[src/rtl/spi_sram_pkg.sv]
// Shared constants and FSM state type for the SPI SRAM-style slave front end.
package spi_sram_pkg;

  localparam logic [7:0] OP_WRITE   = 8'h02;
  localparam logic [7:0] OP_READ    = 8'h03;
  localparam int         DUMMY_BITS = 8;

  typedef enum logic [2:0] {
    IDLE,
    CMD,
    ADDR,
    DUMMY,
    WDATA,
    RDATA,
    IGNORE
  } spi_state_t;

endpackage

[src/rtl/spi_sram_slave_sync.sv]
// N-flop synchroniser for an asynchronous SPI pin, with a selectable reset value.
module spi_in_sync #(
  parameter int   N       = 2,
  parameter logic RST_VAL = 1'b0
) (
  input  logic clk,
  input  logic rst_n,
  input  logic d,
  output logic q
);

  logic [N-1:0] sync_q;
  logic [N-1:0] sync_d;

  always_comb begin
    sync_d = {sync_q[N-2:0], d};
  end

  always_ff @(posedge clk or negedge rst_n) begin
    if (!rst_n) sync_q <= {N{RST_VAL}};
    else        sync_q <= sync_d;
  end

  assign q = sync_q[N-1];

endmodule

[src/rtl/spi_sram_slave.sv]
// Oversampled SPI mode-0 slave decoding READ/WRITE frames into register-bus requests.
module spi_sram_slave
  import spi_sram_pkg::*;
#(
  parameter int WR_HOLD     = 4,
  parameter int SYNC_STAGES = 2
) (
  input  logic        clk,
  input  logic        rst_n,
  input  logic        sclk,
  input  logic        cs_n,
  input  logic        mosi,
  output logic        miso,
  output logic        miso_oe,
  output logic        rd_en,
  output logic        wr_en,
  output logic [23:0] address,
  output logic [7:0]  wdata,
  input  logic [7:0]  rdata
);

  localparam int HOLD_W = $clog2(WR_HOLD + 1);

  logic sclk_s, mosi_s, cs_n_s;

  spi_in_sync #(.N(SYNC_STAGES), .RST_VAL(1'b0)) u_sync_sclk (.clk(clk), .rst_n(rst_n), .d(sclk), .q(sclk_s));
  spi_in_sync #(.N(SYNC_STAGES), .RST_VAL(1'b0)) u_sync_mosi (.clk(clk), .rst_n(rst_n), .d(mosi), .q(mosi_s));
  spi_in_sync #(.N(SYNC_STAGES), .RST_VAL(1'b1)) u_sync_csn  (.clk(clk), .rst_n(rst_n), .d(cs_n), .q(cs_n_s));

  spi_state_t        state_q, state_d;
  logic              sclk_prev_q, cs_n_prev_q;
  logic [4:0]        bit_cnt_q, bit_cnt_d;
  logic [22:0]       rx_q, rx_d;
  logic [7:0]        tx_q, tx_d;
  logic              is_read_q, is_read_d;
  logic              rd_en_q, rd_en_d;
  logic              wr_en_q, wr_en_d;
  logic              miso_oe_q, miso_oe_d;
  logic              inc_q, inc_d;
  logic [HOLD_W-1:0] hold_q, hold_d;
  logic [23:0]       address_q, address_d;
  logic [7:0]        wdata_q, wdata_d;

  logic        sclk_rise, sclk_fall, cs_rise, cs_fall;
  logic [23:0] rx_shift;

  assign sclk_rise = sclk_s & ~sclk_prev_q;
  assign sclk_fall = ~sclk_s & sclk_prev_q;
  assign cs_rise   = cs_n_s & ~cs_n_prev_q;
  assign cs_fall   = ~cs_n_s & cs_n_prev_q;
  assign rx_shift  = {rx_q, mosi_s};

  always_comb begin
    state_d   = state_q;
    bit_cnt_d = bit_cnt_q;
    rx_d      = rx_q;
    tx_d      = tx_q;
    is_read_d = is_read_q;
    rd_en_d   = rd_en_q;
    wr_en_d   = wr_en_q;
    miso_oe_d = miso_oe_q;
    inc_d     = inc_q;
    hold_d    = hold_q;
    address_d = address_q;
    wdata_d   = wdata_q;

    // Write pulse timer is independent of the FSM so an aborted frame still finishes it.
    if (wr_en_q) begin
      if (hold_q == '0) begin
        wr_en_d   = 1'b0;
        address_d = address_q + 24'd1;
      end else begin
        hold_d = hold_q - 1'b1;
      end
    end

    if (inc_q) begin
      inc_d     = 1'b0;
      address_d = address_q + 24'd1;
    end

    if (sclk_rise) rx_d = rx_shift[22:0];

    unique case (state_q)
      IDLE: ;
      CMD: begin
        if (sclk_rise) begin
          if (bit_cnt_q == 5'd7) begin
            bit_cnt_d = '0;
            if (rx_shift[7:0] == OP_WRITE) begin
              state_d   = ADDR;
              is_read_d = 1'b0;
            end else if (rx_shift[7:0] == OP_READ) begin
              state_d   = ADDR;
              is_read_d = 1'b1;
            end else begin
              state_d = IGNORE;
            end
          end else begin
            bit_cnt_d = bit_cnt_q + 5'd1;
          end
        end
      end
      ADDR: begin
        if (sclk_rise) begin
          if (bit_cnt_q == 5'd23) begin
            bit_cnt_d = '0;
            address_d = rx_shift;
            state_d   = is_read_q ? DUMMY : WDATA;
          end else begin
            bit_cnt_d = bit_cnt_q + 5'd1;
          end
        end
      end
      DUMMY: begin
        rd_en_d = 1'b1;
        if (sclk_rise) begin
          bit_cnt_d = bit_cnt_q + 5'd1;
        end else if (sclk_fall && bit_cnt_q == 5'(DUMMY_BITS)) begin
          tx_d      = rdata;
          miso_oe_d = 1'b1;
          bit_cnt_d = '0;
          inc_d     = 1'b1;
          state_d   = RDATA;
        end
      end
      WDATA: begin
        if (sclk_rise) begin
          if (bit_cnt_q == 5'd7) begin
            bit_cnt_d = '0;
            wdata_d   = rx_shift[7:0];
            wr_en_d   = 1'b1;
            hold_d    = HOLD_W'(WR_HOLD - 1);
          end else begin
            bit_cnt_d = bit_cnt_q + 5'd1;
          end
        end
      end
      RDATA: begin
        if (sclk_rise) begin
          bit_cnt_d = bit_cnt_q + 5'd1;
        end else if (sclk_fall) begin
          if (bit_cnt_q == 5'd8) begin
            tx_d      = rdata;
            bit_cnt_d = '0;
            inc_d     = 1'b1;
          end else begin
            tx_d = {tx_q[6:0], 1'b0};
          end
        end
      end
      IGNORE: ;
      default: state_d = IDLE;
    endcase

    if (cs_rise) begin
      state_d   = IDLE;
      bit_cnt_d = '0;
      rd_en_d   = 1'b0;
      miso_oe_d = 1'b0;
      tx_d      = '0;
    end else if (cs_fall) begin
      state_d   = CMD;
      bit_cnt_d = '0;
    end
  end

  always_ff @(posedge clk or negedge rst_n) begin
    if (!rst_n) begin
      state_q     <= IDLE;
      sclk_prev_q <= 1'b0;
      cs_n_prev_q <= 1'b1;
      bit_cnt_q   <= '0;
      rx_q        <= '0;
      tx_q        <= '0;
      is_read_q   <= 1'b0;
      rd_en_q     <= 1'b0;
      wr_en_q     <= 1'b0;
      miso_oe_q   <= 1'b0;
      inc_q       <= 1'b0;
      hold_q      <= '0;
      address_q   <= '0;
      wdata_q     <= '0;
    end else begin
      state_q     <= state_d;
      sclk_prev_q <= sclk_s;
      cs_n_prev_q <= cs_n_s;
      bit_cnt_q   <= bit_cnt_d;
      rx_q        <= rx_d;
      tx_q        <= tx_d;
      is_read_q   <= is_read_d;
      rd_en_q     <= rd_en_d;
      wr_en_q     <= wr_en_d;
      miso_oe_q   <= miso_oe_d;
      inc_q       <= inc_d;
      hold_q      <= hold_d;
      address_q   <= address_d;
      wdata_q     <= wdata_d;
    end
  end

  assign miso    = tx_q[7];
  assign miso_oe = miso_oe_q;
  assign rd_en   = rd_en_q;
  assign wr_en   = wr_en_q;
  assign address = address_q;
  assign wdata   = wdata_q;

endmodule

[config.mk]
export PLATFORM = sky130hd
export DESIGN_NAME = spi_sram_slave
export DESIGN_NICKNAME = d
export VERILOG_FILES = /design/src/rtl/spi_sram_pkg.sv /design/src/rtl/spi_sram_slave_sync.sv /design/src/rtl/spi_sram_slave.sv
export SDC_FILE = /design/constraint.sdc
export NUM_CORES = 1
export LEC_CHECK = 0
export CAP_MARGIN = 20
export CORE_MARGIN = 5
export CORE_UTILIZATION = 56
export DETAILED_ROUTE_END_ITERATION = 16
export PLACE_DENSITY = 0.79
export SYNTH_ARGS = -nofsm -noshare
export SYNTH_HDL_FRONTEND = slang
export SYNTH_SLANG_ARGS = --single-unit
[constraint.sdc]
create_clock -name clk -period 2.92 [get_ports clk]
set_clock_uncertainty 0.1 [all_clocks]
set_input_delay 0.584 -clock clk [delete_from_list [all_inputs] [get_ports clk]]
set_output_delay 0.584 -clock clk [all_outputs]
set_load 0.005 [all_outputs]
Yosys cells after proc, flatten, opt, wreduce, memory -nomap -nowiden
Cells that the tools add are included.

Reductions and logical operators: 16. Add/sub/neg operators: 3. Multiplexer cells: 61. Bitwise gates (word level): 8. Equality and inequality tests: 27.

Operators with widths (number): 24-bit 2-to-1 mux (6); 5-bit 2-to-1 mux (11); 3-bit 2-to-1 mux (16); 8-bit 2-to-1 mux (6); 24-bit by 1-bit adder with 24-bit output, second input constant (1); 4-bit != test, second input constant (6); 5-bit one-hot mux with 4 select lines (1); 1-bit 2-to-1 mux (18); 8-bit by 2-bit equality test with 1-bit output, second input constant (2); 8-bit one-hot mux with 2 select lines (1); 5-bit != test, second input constant (3); 3-bit != test, second input constant (4); 3-bit one-hot mux with 4 select lines (1); 3-bit equality test, second input constant (3); 7-bit AND reduction (1); 3-bit by 2-bit equality test with 1-bit output, second input constant (2); 3-bit zero test (2); 3-bit AND reduction (2); 6-bit AND reduction (1); 2-bit nonzero test (3); 6-bit nonzero test (1); 5-bit by 1-bit adder with 5-bit output, second input constant (1); 5-bit by 3-bit equality test with 1-bit output, second input constant (1); 5-bit by 4-bit equality test with 1-bit output, second input constant (1); other kinds (15) (21).

Output and inout port bits: 36. Input bits: 13. Bits in registers: 87.

Longest topological paths before layout
Depth after elaboration: 8. Depth in mapped cells: 9. Depth with buffers taken out: 8.

By module
Synthesis repeated with hierarchy kept, for this count alone.

Cells, all modules: 400. Area, all modules: 4390.5 um^2.

Modules (own cells, without submodules): spi_sram_slave (instances 1, cells each 394, seq. area each 2028.2 um^2, area each 4237.8 um^2); spi_in_sync (u_sync_mosi ...) (instances 2, cells each 2, seq. area each 50.0 um^2, area each 50.0 um^2); spi_in_sync (u_sync_csn) (instances 1, cells each 2, seq. area each 52.6 um^2, area each 52.6 um^2).

Worst setup path before layout
OpenSTA, ideal clock, no wires.

Kind: reg2reg. Start: reg bit_cnt_q[0]. End: reg state_q[1]. Arrival time: 1.909 ns. Clock period less this slack: 2.078 ns. Slack: 0.842 ns. Setup time: 0.069 ns. Required time: 2.751 ns. Stages on the path, launching flop included: 8. Buffers on the path: 0. Path through: dfrtp_1 -> ha_1 -> nand2_2 -> nor4b_4 -> o32ai_2 -> a311o_1 -> or4_1 -> nand3_1.

Cells in the longest elaborated chain, start to end: 4.

RTL lines: start, declared (RTL line spi_sram_slave.sv:32) `logic [4:0] bit_cnt_q, bit_cnt_d;`; start signal, assigned (RTL line spi_sram_slave.sv:188) `bit_cnt_q <= bit_cnt_d;`; 5-bit by 4-bit equality test with 1-bit output (RTL line spi_sram_slave.sv:119) `end else if (sclk_fall && bit_cnt_q == 5'(DUMMY_BITS)) begin`; 1-bit logical AND (RTL line spi_sram_slave.sv:119); 4-bit != test (no source line); 7-bit AND reduction (no source line) *; end signal, assigned (RTL line spi_sram_slave.sv:185) `state_q <= state_d;`; end, declared (RTL line spi_sram_slave.sv:30) `spi_state_t state_q, state_d;`.

Mark *: on every way between the ends. The rest lies on a longest branch, timed or not. A chain may end at the register's enable or synchronous reset.

Worst setup path after layout
Start: reg u_sync_csn.sync_q[1]. End: reg bit_cnt_q[3].

Cells in the longest elaborated chain, start to end: 4.

RTL lines: start, declared (RTL line spi_sram_slave_sync.sv:12) `logic [N-1:0] sync_q;`; start signal, assigned (RTL line spi_sram_slave_sync.sv:20) `if (!rst_n) sync_q <= {N{RST_VAL}};`; start signal, assigned (RTL line spi_sram_slave_sync.sv:21) `else sync_q <= sync_d;`; 1-bit NOT (RTL line spi_sram_slave.sv:50) `assign cs_fall = ~cs_n_s & cs_n_prev_q;`; 1-bit AND (RTL line spi_sram_slave.sv:50); 5-bit != test (no source line) (tied with other cells); 6-bit AND reduction (no source line) or 5-bit 2-to-1 mux (tied branches).

Several ways; a longest one is shown, not always the timed one.

==> results.txt <==
HPWL after detailed placement -> 5710 um
number of remaining DRC errors -> 0
clock latency at the later pin of the worst-skew pair -> 0.36 ns
final design utilization -> 0.661
count of final max-slew check failures -> 0
Setup Buffers After CTS -> 0
number of nets in the synthesized netlist -> 439
IO Count -> 49
Slowest Stage Delay on Critical Path -> 0.55 ns
H-tree levels -> 3
area overhead of the layout relative to synthesis -> 16.5%
achievable clock frequency -> 395 MHz
number of rows created at floorplan -> 32
number of vias in the routed layout -> 3117
Clock Sink Count -> 87
depth of the worst register-to-register path -> 6
clock edge transition at the registers on the reported setup and hold paths -> 0.09 ns
# port buffers -> 48
power density of the placed cells -> 547 nW/um^2
Setup crit start kind -> flop
Tot Pwr -> 2.75 mW
number of enable flip-flop cells after synthesis -> 0
WL final -> 8170 um
post-synth cell types -> 59
global placer's final weighted congestion -> 0.859
transition at the pin with the smallest max-transition slack -> 0.644 ns
type of the setup path with the least slack -> flop to flop
global-route wire length before repair -> 14200 um
Post-Syn Instances -> 417
IR drop worst, VDD -> 0.000279 V
Critical Path Start -> u_sync_csn.sync_q[1]
Worst Slack Setup Final -> 0.387 ns
status -> finished clean
die boundary width -> 97.8 um
worst hold path class -> primary input to asynchronous set/reset pin
Avg Inst Size Synth -> 10.3 sq um
primary flip-flop cell chosen by synthesis mapping -> sky130_fd_sc_hd__dfrtp_1
pre-CTS worst setup slack -> 0.375 ns
met3 usage in global routing -> 0.0443
final clock period utilization by the worst path -> 0.867
number of antenna violations at the first check in global routing -> 0
Final ANT Viol Nets -> 0
commonest non-fill, non-tap cell in the layout -> sky130_fd_sc_hd__dfrtp_1
effective utilization at floorplan -> 0.567
vertical die dimension -> 97.8 um
CORE AREA -> 7610 sq um
critical path arrival -> 2.70 ns
met1 GRT Util -> 0.243
number of buffer and inverter stages on the critical path -> 0
slowest CP cell -> sky130_fd_sc_hd__dfstp_2
total negative slack -> 0 ns
leakage -> 2.24 nW
Worst Path Max Fanout -> 14
share of synthesized area occupied by flip-flops and latches -> 0.506
maximum number of pins on one net before global-route repair -> 88
maximum clock path buffer count -> 2
Post-CTS Hold Buffers -> 0
synthesized flop and latch total -> 87
setup repair after global routing missed its margin -> no
number of inserted diodes -> 0
vias per cell -> 5.49
fraction of synthesis flops using an asynchronous set or reset pin -> 1.00
Yosys warning count -> 0
cell type with the highest occurrence count on the critical path -> sky130_fd_sc_hd__a211o_1
number of failing hold endpoints at the final stage -> 0
most used cells in the layout excluding fill and tap cells -> sky130_fd_sc_hd__dfrtp_1, sky130_fd_sc_hd__nand2_1, sky130_fd_sc_hd__clkdlybuf4s50_1, sky130_fd_sc_hd__o21ai_0, sky130_fd_sc_hd__nor2_1
post-route cell area -> 5030 sq um
kind of end point of the critical path -> flop
share of post-route cells with drive strength above 1 -> 0.131
post-synthesis cell area -> 4310 sq um
Final min period -> 2.53 ns
family with the most delay on the worst path -> compound AO/OA/AOI/OAI gates
# fillers -> 600
number of buffers added by the clock tree synthesis step -> 9
r2r setup slk -> 0.39 ns
buffer type at the clock tree root -> sky130_fd_sc_hd__clkbuf_8
count of cells resized by post-cts repair -> 0
die area -> 9560 sq um
global route overflow -> 0
total global-route track usage -> 0.180
crit-path cells -> ha_1, or2_1, o21ai_0, a211o_1, a211o_1, o31ai_2
worst r2r src -> u_sync_csn.sync_q[1]
post-DR wirelength/cell -> 14.4 um
end of the worst register-to-register path -> bit_cnt_q[3]
number of search-and-repair iterations in the first detailed-routing pass -> 4
final count of negative-setup-slack endpoints -> 0
number of maximum-capacitance violations -> 0
remaining max-slew budget at the tightest pin -> 0.570
cell depth of the worst setup path -> 6
crit path capture -> bit_cnt_q[3]
busiest grt layer -> met2
via count of the first global-routing pass -> 3042
TritonCTS clock tree -> yes
NumNets Final -> 483
required time worst endpoint -> 3.08 ns
number of DRC violations after detailed-routing iteration 0 -> 96
Placed Area -> 4820 sq um
met2 usage -> 0.287
## cells in the mapped netlist (2+ instances only)
cell type                  number  area [sq um]
sky130_fd_sc_hd__nand3_1       13          65.1
sky130_fd_sc_hd__clkbuf_8       3          41.3
sky130_fd_sc_hd__clkbuf_1      10          37.5
sky130_fd_sc_hd__o21ai_0       34           170
sky130_fd_sc_hd__and3_1         4          25.0
sky130_fd_sc_hd__or3_1          2          12.5
sky130_fd_sc_hd__nor2_1        30           113
sky130_fd_sc_hd__nand4_1        9          56.3
sky130_fd_sc_hd__nor3_1         7          35.0
sky130_fd_sc_hd__xor2_1        14           123
sky130_fd_sc_hd__xnor2_1       11          96.3
sky130_fd_sc_hd__o21ai_1        4          20.0
sky130_fd_sc_hd__inv_1         14          52.6
sky130_fd_sc_hd__ha_1           9           113
sky130_fd_sc_hd__a21oi_1       10          50.1
sky130_fd_sc_hd__dfstp_2        3          78.8
sky130_fd_sc_hd__mux2_2        26           293
sky130_fd_sc_hd__nand2_1       68           255
sky130_fd_sc_hd__nor4_1         3          18.8
sky130_fd_sc_hd__nor2b_1        4          25.0
sky130_fd_sc_hd__buf_6          3          33.8
sky130_fd_sc_hd__mux2i_1        8          80.1
sky130_fd_sc_hd__dfrtp_1       84          2100
sky130_fd_sc_hd__a211o_1        2          17.5
sky130_fd_sc_hd__a211oi_1       8          60.1
## cells by family after synthesis
family          share of synthesized area
xor+xnor                           0.0508
mux                                0.0865
fa+ha+maj                          0.0287
compound gates                     0.0984
buf+inv                            0.0438
flops                               0.506
simple gates                        0.186
## sequential cells by signal, summed over array words and instances (netlist names)
signal,count
state_q,3
wdata,8
is_read_q,1
u_sync_mosi.sync_q,2
rd_en,1
wr_en,1
miso_oe,1
u_sync_sclk.sync_q,2
sclk_prev_q,1
cs_n_prev_q,1
bit_cnt_q,5
u_sync_csn.sync_q,2
hold_q,3
tx_q,8
inc_q,1
rx_q,23
address,24
## power by group
part | internal, mW | total (mW) | switching [mW]
logic | 0.202 | 0.377 | 0.175
clock network | 0.405 | 0.854 | 0.449
registers | 1.34 | 1.52 | 0.178
## cell type report
| type | instances | area, sq um | share of cell area |
|---|---|---|---|
| Timing Repair Buffer | 51 | 513 | 0.102 |
| Clock buffer | 9 | 124 | 0.0246 |
| Sequential cell | 87 | 2180 | 0.434 |
| Tap cell | 102 | 128 | 0.0254 |
| Inverter | 15 | 56.3 | 0.0112 |
| Multi-Input combinational cell | 297 | 1940 | 0.387 |
| Clock inverter | 7 | 81.3 | 0.0162 |
## routing by layer
| metal | part of all wire | routed length (um) |
|---|---|---|
| met4 | 0.014 | 114 |
| met1 | 0.46 | 3740 |
| met5 | 0 | 0 |
| met3 | 0.038 | 313 |
| met2 | 0.49 | 4010 |
## through the flow
step           hold slack (ns)  std cells
2_1_floorplan            0.188        417
3_3_place_gp             0.236        552
3_5_place_dp             0.236        552
4_1_cts                  0.159        568
5_1_grt                  0.164        568
6_report                 0.143        568
## worst min path at each step
stage / startpoint / depth (start not counted) / endpoint
floorplan: rst_n / 0 / address[0]
global placement: u_sync_mosi.sync_q[0] / 0 / u_sync_mosi.sync_q[1]
detailed placement: u_sync_mosi.sync_q[0] / 0 / u_sync_mosi.sync_q[1]
CTS: rst_n / 2 / tx_q[0]
global route: rst_n / 2 / u_sync_mosi.sync_q[0]
finish: rst_n / 2 / u_sync_mosi.sync_q[0]
(Power assumes the default switching activity.)
